File: src/rtl/niosiie_cmd_out.sv
`default_nettype none
// ============================================================================
// Module   : niosiie_cmd_out
// Purpose  : Avalon-MM slave command output port (CPU -> fabric direction of
//            the NIOS II PIO link). A CPU write loads a command word that is
//            presented to fabric logic with a valid/ready handshake. Busy state
//            and a saturating overrun counter are exposed for software polling.
// Ports    : clk, reset_n (async, active low)
//            address[1:0], chipselect, write_n, writedata[31:0] - Avalon slave
//            readdata[31:0]            - registered read data, 1-cycle latency
//            out_data[DATA_WIDTH-1:0]  - command word to fabric
//            out_valid / out_ready     - command handshake
// Params   : DATA_WIDTH (1..24), RESET_VALUE
// Macro    : CMD_OUT_SETCLR_EN - enables bit SET (addr 2) / CLR (addr 3)
//            registers; when undefined those addresses are inert, read 0.
// Revision : 1.0 - initial release
// ============================================================================
module niosiie_cmd_out #(
  parameter int                    DATA_WIDTH  = 24,
  parameter logic [DATA_WIDTH-1:0] RESET_VALUE = '0
) (
  input  logic                  clk,
  input  logic                  reset_n,
  input  logic [1:0]            address,
  input  logic                  chipselect,
  input  logic                  write_n,
  input  logic [31:0]           writedata,
  output logic [31:0]           readdata,
  output logic [DATA_WIDTH-1:0] out_data,
  output logic                  out_valid,
  input  logic                  out_ready
);

  typedef enum logic [0:0] {
    S_IDLE = 1'b0,
    S_PEND = 1'b1
  } state_t;

  localparam logic [7:0] c_CNT_MAX = 8'hFF;

  state_t                r_state;
  logic [DATA_WIDTH-1:0] r_data;
  logic                  r_overrun;
  logic [7:0]            r_ovr_cnt;
  logic [31:0]           r_readdata;

  logic                  w_wr;
  logic                  w_data_wr;   // write that targets the data register
  logic [DATA_WIDTH-1:0] w_data_next;
  logic                  w_clr;
  logic                  w_ovr;
  logic [31:0]           w_data_ext;
  logic [31:0]           w_rd_mux;
  logic                  w_unused;

  assign w_wr       = chipselect & ~write_n;
  assign w_data_ext = {{(32-DATA_WIDTH){1'b0}}, r_data};
  assign w_clr      = w_wr && (address == 2'd1) && writedata[1];
  // Only a write that would overwrite an unaccepted word is an overrun; a
  // write in the same cycle as acceptance simply queues the next command.
  assign w_ovr      = (r_state == S_PEND) && !out_ready && w_data_wr;
  // Upper writedata bits are don't-care for narrow data widths.
  assign w_unused   = ^writedata;

  always_comb begin
    w_data_wr   = 1'b0;
    w_data_next = r_data;
    if (w_wr) begin
      case (address)
        2'd0: begin
          w_data_wr   = 1'b1;
          w_data_next = writedata[DATA_WIDTH-1:0];
        end
`ifdef CMD_OUT_SETCLR_EN
        2'd2: begin
          w_data_wr   = 1'b1;
          w_data_next = r_data | writedata[DATA_WIDTH-1:0];
        end
        2'd3: begin
          w_data_wr   = 1'b1;
          w_data_next = r_data & ~writedata[DATA_WIDTH-1:0];
        end
`endif
        default: begin
          w_data_wr   = 1'b0;
          w_data_next = r_data;
        end
      endcase
    end
  end

  always_comb begin
    w_rd_mux = '0;
    case (address)
      2'd0: w_rd_mux = w_data_ext;
      2'd1: w_rd_mux = {16'h0000, r_ovr_cnt, 6'b000000, r_overrun, (r_state == S_PEND)};
`ifdef CMD_OUT_SETCLR_EN
      2'd2: w_rd_mux = w_data_ext;
      2'd3: w_rd_mux = w_data_ext;
`endif
      default: w_rd_mux = '0;
    endcase
  end

  always_ff @(posedge clk or negedge reset_n) begin
    if (!reset_n) begin
      r_state    <= S_IDLE;
      r_data     <= RESET_VALUE;
      r_overrun  <= 1'b0;
      r_ovr_cnt  <= 8'h00;
      r_readdata <= 32'h0;
    end else begin
      r_readdata <= w_rd_mux;

      if (r_state == S_IDLE) begin
        if (w_data_wr) begin
          r_data  <= w_data_next;
          r_state <= S_PEND;
        end
      end else begin
        // Discarded writes (no out_ready) leave r_data untouched.
        if (out_ready) begin
          if (w_data_wr) begin
            r_data <= w_data_next;
          end else begin
            r_state <= S_IDLE;
          end
        end
      end

      // An overrun coinciding with a software clear wins: the new event is
      // the first one counted after the clear.
      if (w_ovr) begin
        r_overrun <= 1'b1;
        if (w_clr) begin
          r_ovr_cnt <= 8'h01;
        end else if (r_ovr_cnt != c_CNT_MAX) begin
          r_ovr_cnt <= r_ovr_cnt + 8'h01;
        end
      end else if (w_clr) begin
        r_overrun <= 1'b0;
        r_ovr_cnt <= 8'h00;
      end
    end
  end

  assign out_data  = r_data;
  assign out_valid = (r_state == S_PEND);
  assign readdata  = r_readdata;

endmodule
`default_nettype wire

File: config.mk
export PLATFORM = sky130hd
export DESIGN_NAME = niosiie_cmd_out
export DESIGN_NICKNAME = d
export VERILOG_FILES = /design/src/rtl/niosiie_cmd_out.sv
export SDC_FILE = /design/constraint.sdc
export NUM_CORES = 1
export LEC_CHECK = 0
export BUFFER_PORTS_ARGS = -buffer_cell sky130_fd_sc_hd__buf_2
export CORE_MARGIN = 1.5
export CORE_UTILIZATION = 35
export CTS_CLUSTER_DIAMETER = 120
export DETAILED_ROUTE_END_ITERATION = 8
export SLEW_MARGIN = 20
export SYNTH_ARGS = -nofsm -noshare
export SYNTH_HDL_FRONTEND = slang
export SYNTH_SLANG_ARGS = --single-unit
File: constraint.sdc
create_clock -name clk -period 1.9 [get_ports clk]
set_clock_uncertainty 0.1 [all_clocks]
set_input_delay 0.19 -clock clk [delete_from_list [all_inputs] [get_ports clk]]
set_output_delay 0.19 -clock clk [all_outputs]
set_load 0.02 [all_outputs]
==> Word-level counts from Yosys, hierarchy flattened <==
Index checks and enable logic that the tools add are counted.
{ "totals": {"input_bits": 39, "output_inout_bits": 57, "register_bits": 66, "word_cells": 37} }
{ "op_classes": {"muxes": 17, "n_reduce_logical": 9, "bitwise": 2, "add_sub_neg": 1, "eq_ne": 3} }
{ "op_table": {"columns": ["cell", "n"], "rows": [
  ["$mux W24", 5],
  ["$pmux W24 S2", 1],
  ["$mux W8", 4],
  ["$add A8 B1 Y8 const B", 1],
  ["$ne A8 B8 Y1 const B", 1],
  ["$mux W1", 7],
  ["$logic_and A1 B1 Y1", 4],
  ["$reduce_bool A2 Y1", 2],
  ["$eq A2 B1 Y1 const B", 1],
  ["$logic_not A2 Y1", 1],
  ["$ne A2 B2 Y1 const B", 1],
  ["$reduce_and A2 Y1", 1],
  ["$and A1 B1 Y1", 1],
  ["$logic_not A1 Y1", 1],
  ["$not A1 Y1", 1]
]} }

==> Depth between registers and ports, before layout <==
Gate-level depths: netlist (run 1).
{ "logic_depth": {"ltp_word": 6, "ltp_mapped": 5, "ltp_nobuf": 5} }

==> Least setup slack after synthesis (run 1) <==
Ideal clock, no wire load.
{ "synth_timing": {"path_kind": "input port to flip-flop", "startpoint": "input port write_n", "endpoint": "register r_ovr_cnt[5]", "required_time_ps": 1722, "setup_ps": 78, "cell_stages": 4, "arrival_ps": 1632, "path_buffers": 0, "slack_ps": 90, "cell_sequence": "or4b_4 -> or2_4 -> or4_1 -> a21boi_1"} }
{ "synth_via": {"elab_chain_cells": 6, "elab_cells_between_ends": 11, "cone_classes": "3 x mux; 2 x bitwise; 6 x reduce/logical"} }
{ "synth_lines": {"columns": ["element", "line_no", "text"], "rows": [
  ["start, declared", "26", "input logic write_n,"],
  ["$not A1 Y1 (*)", "56", "assign w_wr = chipselect & ~write_n;"],
  ["$and A1 B1 Y1 (*)", "56", null],
  ["$mux W1 or $logic_and A1 B1 Y1 (tied branches)", "68, 58", null],
  ["$logic_and A1 B1 Y1 (on tied branches)", "61, 58", null],
  ["$reduce_bool A2 Y1 (no line) or $mux W8 (tied branches)", null, null],
  ["$reduce_and A2 Y1 (no line) or $mux W8 (tied branches)", null, null],
  ["end signal, assigned", "138", "r_ovr_cnt <= r_ovr_cnt + 8'h01;"],
  ["end, declared", "44", "logic [7:0] r_ovr_cnt;"]
]} }
Every way passes the cells marked *; elsewhere a longest branch is shown, timed or not.
A chain may end at the register's enable or synchronous reset.

==> Final worst setup path (run 1) <==
{ "layout_timing": {"startpoint": "register r_ovr_cnt[0]", "endpoint": "register r_ovr_cnt[2]"} }
{ "layout_via": {"elab_chain_cells": 4, "elab_cells_between_ends": 7, "cone_classes": "1 x add/sub; 1 x eq/ne; 3 x mux; 2 x reduce/logical"} }
{ "layout_lines": {"columns": ["element", "line_no", "text"], "rows": [
  ["$add A8 B1 Y8", "138", null],
  ["$mux W8", "137", "end else if (r_ovr_cnt != c_CNT_MAX) begin"],
  ["$mux W8", "135", "if (w_clr) begin"],
  ["$mux W8", "133", "if (w_ovr) begin"]
]} }
Parallel ways exist; a longest one is shown, timed or not. The select of a mux whose other input is x is not followed.

==> flow_metrics.tcl, run 1 <==
set metrics [dict create \
    synth.area.top_cells "dfrtp_1 (63%), mux2_2 (12%), mux2i_1 (4.8%)" \
    synthCells 180 \
    setup_viol 0 \
    maxSlewViolCount 0 \
    path_buf_inv 0 \
    grt_pass1_wl_mm 7.983 \
    required_ps 2050 \
    fin_crit_ps 1739 \
    ant_nets 0 \
    reg2reg_to "r_ovr_cnt[2]" \
    place.gp.congestion 0.7798 \
    crit_type "reg2reg" \
    yosysTopAreaCell "dfrtp_1" \
    postCtsSetupRepairBufs 0 \
    route.layer.met1.wl_mm 2.207 \
    endpoint_kind "flop" \
    hold_ws_ps 21.94 \
    grt_antenna_before_repair 0 \
    synth_top_area_share_pct 62.63 \
    r2r-start "r_ovr_cnt[0]" \
    power_leakage_nw 1.706 \
    cp.arrival_ps 1890 \
    dieWidth_um 84.37 \
    pre_cts_ws_ps -44.91 \
    utilization_pct 51.69 \
    synth_cell_type_count 30 \
    outcome "completed" \
    final-hold-violation-count 0 \
    drive_gt1_share_pct 43.71 \
    clock_latency_ps 330 \
    yosysSeqAreaShare_pct 62.63 \
    start_util_pct 36.29 \
    grtUsageTotal_pct 14.67 \
    first_pass_iters 4 \
    routed_via_density 4.533 \
    reg2reg_slack_ps 160 \
    clock_sinks 58 \
    slowest_delay_ps 460 \
    worstMarginPinSlew_ps 752.4 \
    hp-start "writedata[1]" \
    syn_area_per_cell_um2 12.87 \
    cpMaxStageDelayCell "or3_1" \
    cp_max_fo 5 \
    grt_max_degree 59 \
    r2r_cells 5 \
    syn_to_final_growth_pct 42.44 \
    fin_setup_tns_ps 0 \
    cts_tree "built" \
    final_area_um2 3301 \
    cp-startpoint "r_ovr_cnt[0]" \
    die_area_um2 7117 \
    dp_hpwl_mm 3.199 \
    start_kind "flop" \
    htreeDepth 3 \
    cap_violations 0 \
    root_buffer "clkbuf_8" \
    fin_nets 337 \
    holdPathEnd "out_data[1]" \
    cts_buffers 9 \
    worst_slack_ps 160.6 \
    rows 29 \
    yosysWarnings 0 \
    vias 1718 \
    cp_top_family "simple AND/OR/NAND/NOR gates" \
    grt_pass1_vias 1677 \
    grt_overflow 0 \
    rsz0062_at_grt "no" \
    wl_per_cell_um 12.73 \
    clk_pin_slew_ps 60 \
    place_area_um2 2838 \
    core_area_um2 6386 \
    fmax_mhz 574.9 \
    worstPathCellList "ha_1 -> nand3_1 -> or3_1 -> nand3_1 -> mux2i_1" \
    clock_path_buffers 2 \
    fp.dieH_um 84.37 \
    dr_wl_met3_um 357 \
    portBuffers 79 \
    peakVddDrop_mv 0.5787 \
    drt-total-wl_mm 4.825 \
    cp_common_cell "nand3_1" \
    hold_depth 2 \
    wl_met2_mm 2.236 \
    power-per-cell-area_nw_per_um2 1040 \
    slew_headroom_pct 49.66 \
    hold_class "in2reg" \
    post-route-drc-count 0 \
    finalCritPeriodShare_pct 91.55 \
    drt_iter0_markers 102 \
    top_layer_used "met4" \
    io-pin-count 96 \
    yosys_register_bits 58 \
    syn-cell-area_um2 2317 \
    n_antenna_cell 0 \
]
cell usage after synthesis:
| cell type | count |
|---|---|
| ha_1 | 1 |
| nand3_1 | 6 |
| or3_1 | 1 |
| or2_4 | 1 |
| conb_1 | 1 |
| inv_1 | 3 |
| buf_4 | 8 |
| buf_1 | 2 |
| o21a_1 | 1 |
| and3_1 | 1 |
| or4b_4 | 1 |
| buf_2 | 2 |
| or4_1 | 2 |
| nor2_1 | 14 |
| and2_1 | 14 |
| mux2_2 | 24 |
| nor4bb_1 | 1 |
| a31oi_1 | 2 |
| a21boi_1 | 1 |
| dfrtp_1 | 58 |
| nand4_1 | 1 |
| nand2_1 | 9 |
| o31ai_1 | 1 |
| a21oi_1 | 3 |
| o21ai_0 | 3 |
| o211ai_1 | 2 |
| nand2b_1 | 2 |
| mux2i_1 | 11 |
| nor3_1 | 2 |
| clkbuf_1 | 2 |
cells in the final DEF (no fill, tap or decap), types with 2 or more instances in the layout:
| master | count |
|---|---|
| bufinv_16 | 2 |
| clkbuf_8 | 10 |
| or4_1 | 2 |
| buf_2 | 79 |
| nand2_1 | 9 |
| inv_1 | 3 |
| a31oi_1 | 2 |
| conb_1 | 8 |
| mux2i_1 | 11 |
| nand2b_1 | 2 |
| dlygate4sd3_1 | 24 |
| clkinv_2 | 4 |
| o21ai_0 | 3 |
| buf_4 | 9 |
| mux2_2 | 24 |
| nor2_1 | 14 |
| dfrtp_1 | 58 |
| o211ai_1 | 2 |
| a21oi_1 | 3 |
| nand3_1 | 6 |
| and2_1 | 14 |
where the power goes:
| part | internal (mW) | leakage, nW | switching, mW | total (mW) |
|---|---|---|---|---|
| Clock | 0.764 | 0.116 | 0.461 | 1.23 |
| Combinational | 0.301 | 0.843 | 0.393 | 0.694 |
| Sequential | 1.41 | 0.747 | 0.104 | 1.51 |
| Total | 2.48 | 1.71 | 0.958 | 3.43 |
final cells by class:
type	count	area (um^2)
fill	589	3085
clock buffer	10	137.6
multi-input combinational	112	800.8
inverter	3	11.26
sequential	58	1451
tap	77	96.34
timing repair buffer	113	723.2
clock inverter	6	80.08
worst reg2reg max path: cells and delay by family, from the launching register on:
kind / cells / cell delay [ps]
AND/OR/NAND/NOR: 3 / 760
multiplexers: 1 / 180
flip-flops: 1 / 410
adder cells (fa/ha/maj): 1 / 210
metal layers:
| layer | global-route usage, % | vias up |
|---|---|---|
| li1 | - | 833 |
| met1 | 17.80 | 815 |
| met2 | 23.35 | 68 |
| met3 | 7.080 | 2 |
| met4 | 4.399 | 0 |
| met5 | 0 | - |
state kept, by name, indices dropped and copies added, names as in the netlist:
register,flops
out_data,24
out_valid,1
readdata,24
r_overrun,1
r_ovr_cnt,8
through the flow:
stage	std cells	power, mW
floorplan	187	1.942
global route	379	3.626
CTS	379	3.493
finish	379	3.434
detailed placement	339	2.206
global placement	339	2.188
how the worst max path moves through the flow:
stage | to | depth (start not counted)
after floorplan | r_ovr_cnt[5] | 4
after global placement | r_ovr_cnt[5] | 5
after detailed placement | out_data[21] | 6
after CTS | r_ovr_cnt[5] | 5
after global routing | r_ovr_cnt[7] | 6
final | r_ovr_cnt[2] | 5
kinds of logic after synthesis:
kind of cell,after synthesis,share of synthesized area (%)
mux,35,16.41
fa+ha+maj,1,0.5399
flops,58,62.63
buf+inv,17,4.158
compound gates,13,3.455
simple gates,55,12.63
other cells,1,0.1618
timing repair:
item / CTS / global route
setup endpoints to repair: 0 / 4
hold buffers: 24 / 0
gates resized for setup: 0 / 1
endpoints found under the hold margin: 81 / 0
(Power assumes the default switching activity.)
==> inputs of run 2 (changes only) <==
==> constraint.sdc (replaced) <==
create_clock -name clk -period 1.9 [get_ports clk]
set_clock_uncertainty 0.1 [all_clocks]
set_input_delay 0.095 -clock clk [delete_from_list [all_inputs] [get_ports clk]]
set_output_delay 0.095 -clock clk [all_outputs]
set_load 0.02 [all_outputs]
==> run 2 against run 1 <==
Against the previous run: critical path depth unchanged; setup slack got worse by 8.8 ps; routed wire length grew 2.5%; power down 5.6%; sequential cell count unchanged; via count increased by 0.41%; clock power is 16% lower; first-iteration DRC count rose by 29%; largest cell class unchanged.
==> flow_metrics.tcl, run 2 (synthesis gave the netlist of run 1 again) <==
set metrics [dict create \
    outcome "completed" \
    n_antenna_cell 0 \
    reg2reg_slack_ps 150 \
    portBuffers 79 \
    postCtsSetupRepairBufs 0 \
    clock_sinks 58 \
    cp.arrival_ps 1900 \
    drt_iter0_markers 132 \
    post-route-drc-count 0 \
    grt_overflow 0 \
    cts_buffers 9 \
    fin_setup_tns_ps 0 \
    mostFrequentLayoutCell "buf_2" \
    cap_violations 0 \
    drt-total-wl_mm 4.946 \
    place.gp.congestion 0.7723 \
    fmax_mhz 572.0 \
    drive_gt1_share_pct 42.72 \
    peakVddDrop_mv 0.4342 \
    first_pass_iters 4 \
    die_area_um2 7117 \
    grtUsageTotal_pct 14.84 \
    fin_crit_ps 1748 \
    setup_viol 0 \
    rows 29 \
    worstMarginPinSlew_ps 915.6 \
    routed_via_density 4.551 \
    power_leakage_nw 1.686 \
    clk_pin_slew_ps 60 \
    root_buffer "clkbuf_8" \
    layout_common_cells "buf_2 (79), dfrtp_1 (58), dlygate4sd3_1 (25), mux2_2 (24)" \
    endpoint_kind "flop" \
    dieWidth_um 84.37 \
    slew_headroom_pct 38.73 \
    start_util_pct 36.29 \
    fp.dieH_um 84.37 \
    core_area_um2 6386 \
    wl_per_cell_um 13.05 \
    maxSlewViolCount 0 \
    vias 1725 \
    clock_latency_ps 330 \
    cp_max_fo 5 \
    grt_antenna_before_repair 0 \
    hold_class "in2reg" \
    crit_type "reg2reg" \
    ant_nets 0 \
    io-pin-count 96 \
    syn_to_final_growth_pct 41.04 \
    power-per-cell-area_nw_per_um2 992.4 \
    fin_nets 337 \
    grt_max_degree 59 \
    finalCritPeriodShare_pct 92.01 \
    dp_hpwl_mm 3.250 \
    start_kind "flop" \
    power_mw 3.243 \
    grt_pass1_wl_mm 7.921 \
    clock_path_buffers 2 \
    final-hold-violation-count 0 \
    grt_pass1_vias 1690 \
    cts_tree "built" \
    rsz0062_at_grt "no" \
    required_ps 2050 \
    htreeDepth 3 \
]
[run 2: path summary, 6_finish.rpt]
kind,from,endpoint,depth (start not counted)
worst min-delay path,address[1],readdata[14],3
worst min register to register,r_overrun,r_overrun,2
worst max register to register,r_ovr_cnt[0],r_ovr_cnt[2],5
max in group asynchronous,reset_n,out_data[20],3
min in group asynchronous,reset_n,out_data[3],3
worst max-delay path,r_ovr_cnt[0],r_ovr_cnt[2],5
[run 2: final cells by class]
class | instances | area, um^2
clock buffers | 14 | 172.7
clock inverters | 2 | 10.01
fillers | 599 | 3118
inverters | 3 | 11.26
multi-input cells | 112 | 800.8
flip-flops and latches | 58 | 1451
well taps | 77 | 96.34
repair buffers | 113 | 725.7
[run 2: where the power goes]
part           switching, mW  internal, mW
Combinational          0.395         0.302
Clock                  0.454         0.577
Sequential             0.104          1.41
[run 2: metal layers]
metal / global-route usage (%) / routed length (um) / vias up
li1: - / - / 832
met1: 18.36 / 2256 / 821
met2: 22.55 / 2281 / 62
met3: 5.113 / 312 / 10
met4: 8.798 / 96 / 0
met5: 0 / 0 / -
[run 2: timing repair]
action	4_1_cts	5_1_grt
resized for setup	0	1
hold buffers	25	0
endpoints found under the hold margin	82	0
setup endpoints to repair	0	3
[run 2: per-stage QoR]
stage          std cells  hold WS (ps)  area (um^2)  worst slack [ps]  util, %
6_report             379         46.15         3268             151.8    51.18
3_3_place_gp         338         24.54         2830             64.92    44.32
2_1_floorplan        187        -300.6         2344             185.4        -
5_1_grt              379         49.36         3268             30.27    51.18
3_5_place_dp         338         25.66         2830             53.25    44.32
4_1_cts              379         31.12         3263             151.5    51.10
[run 2: critical path, stage by stage (launching register included)]
cell	delay (ps)
dfrtp_1	410
ha_1	200
nand3_1	180
or3_1	460
nand3_1	120
mux2i_1	200
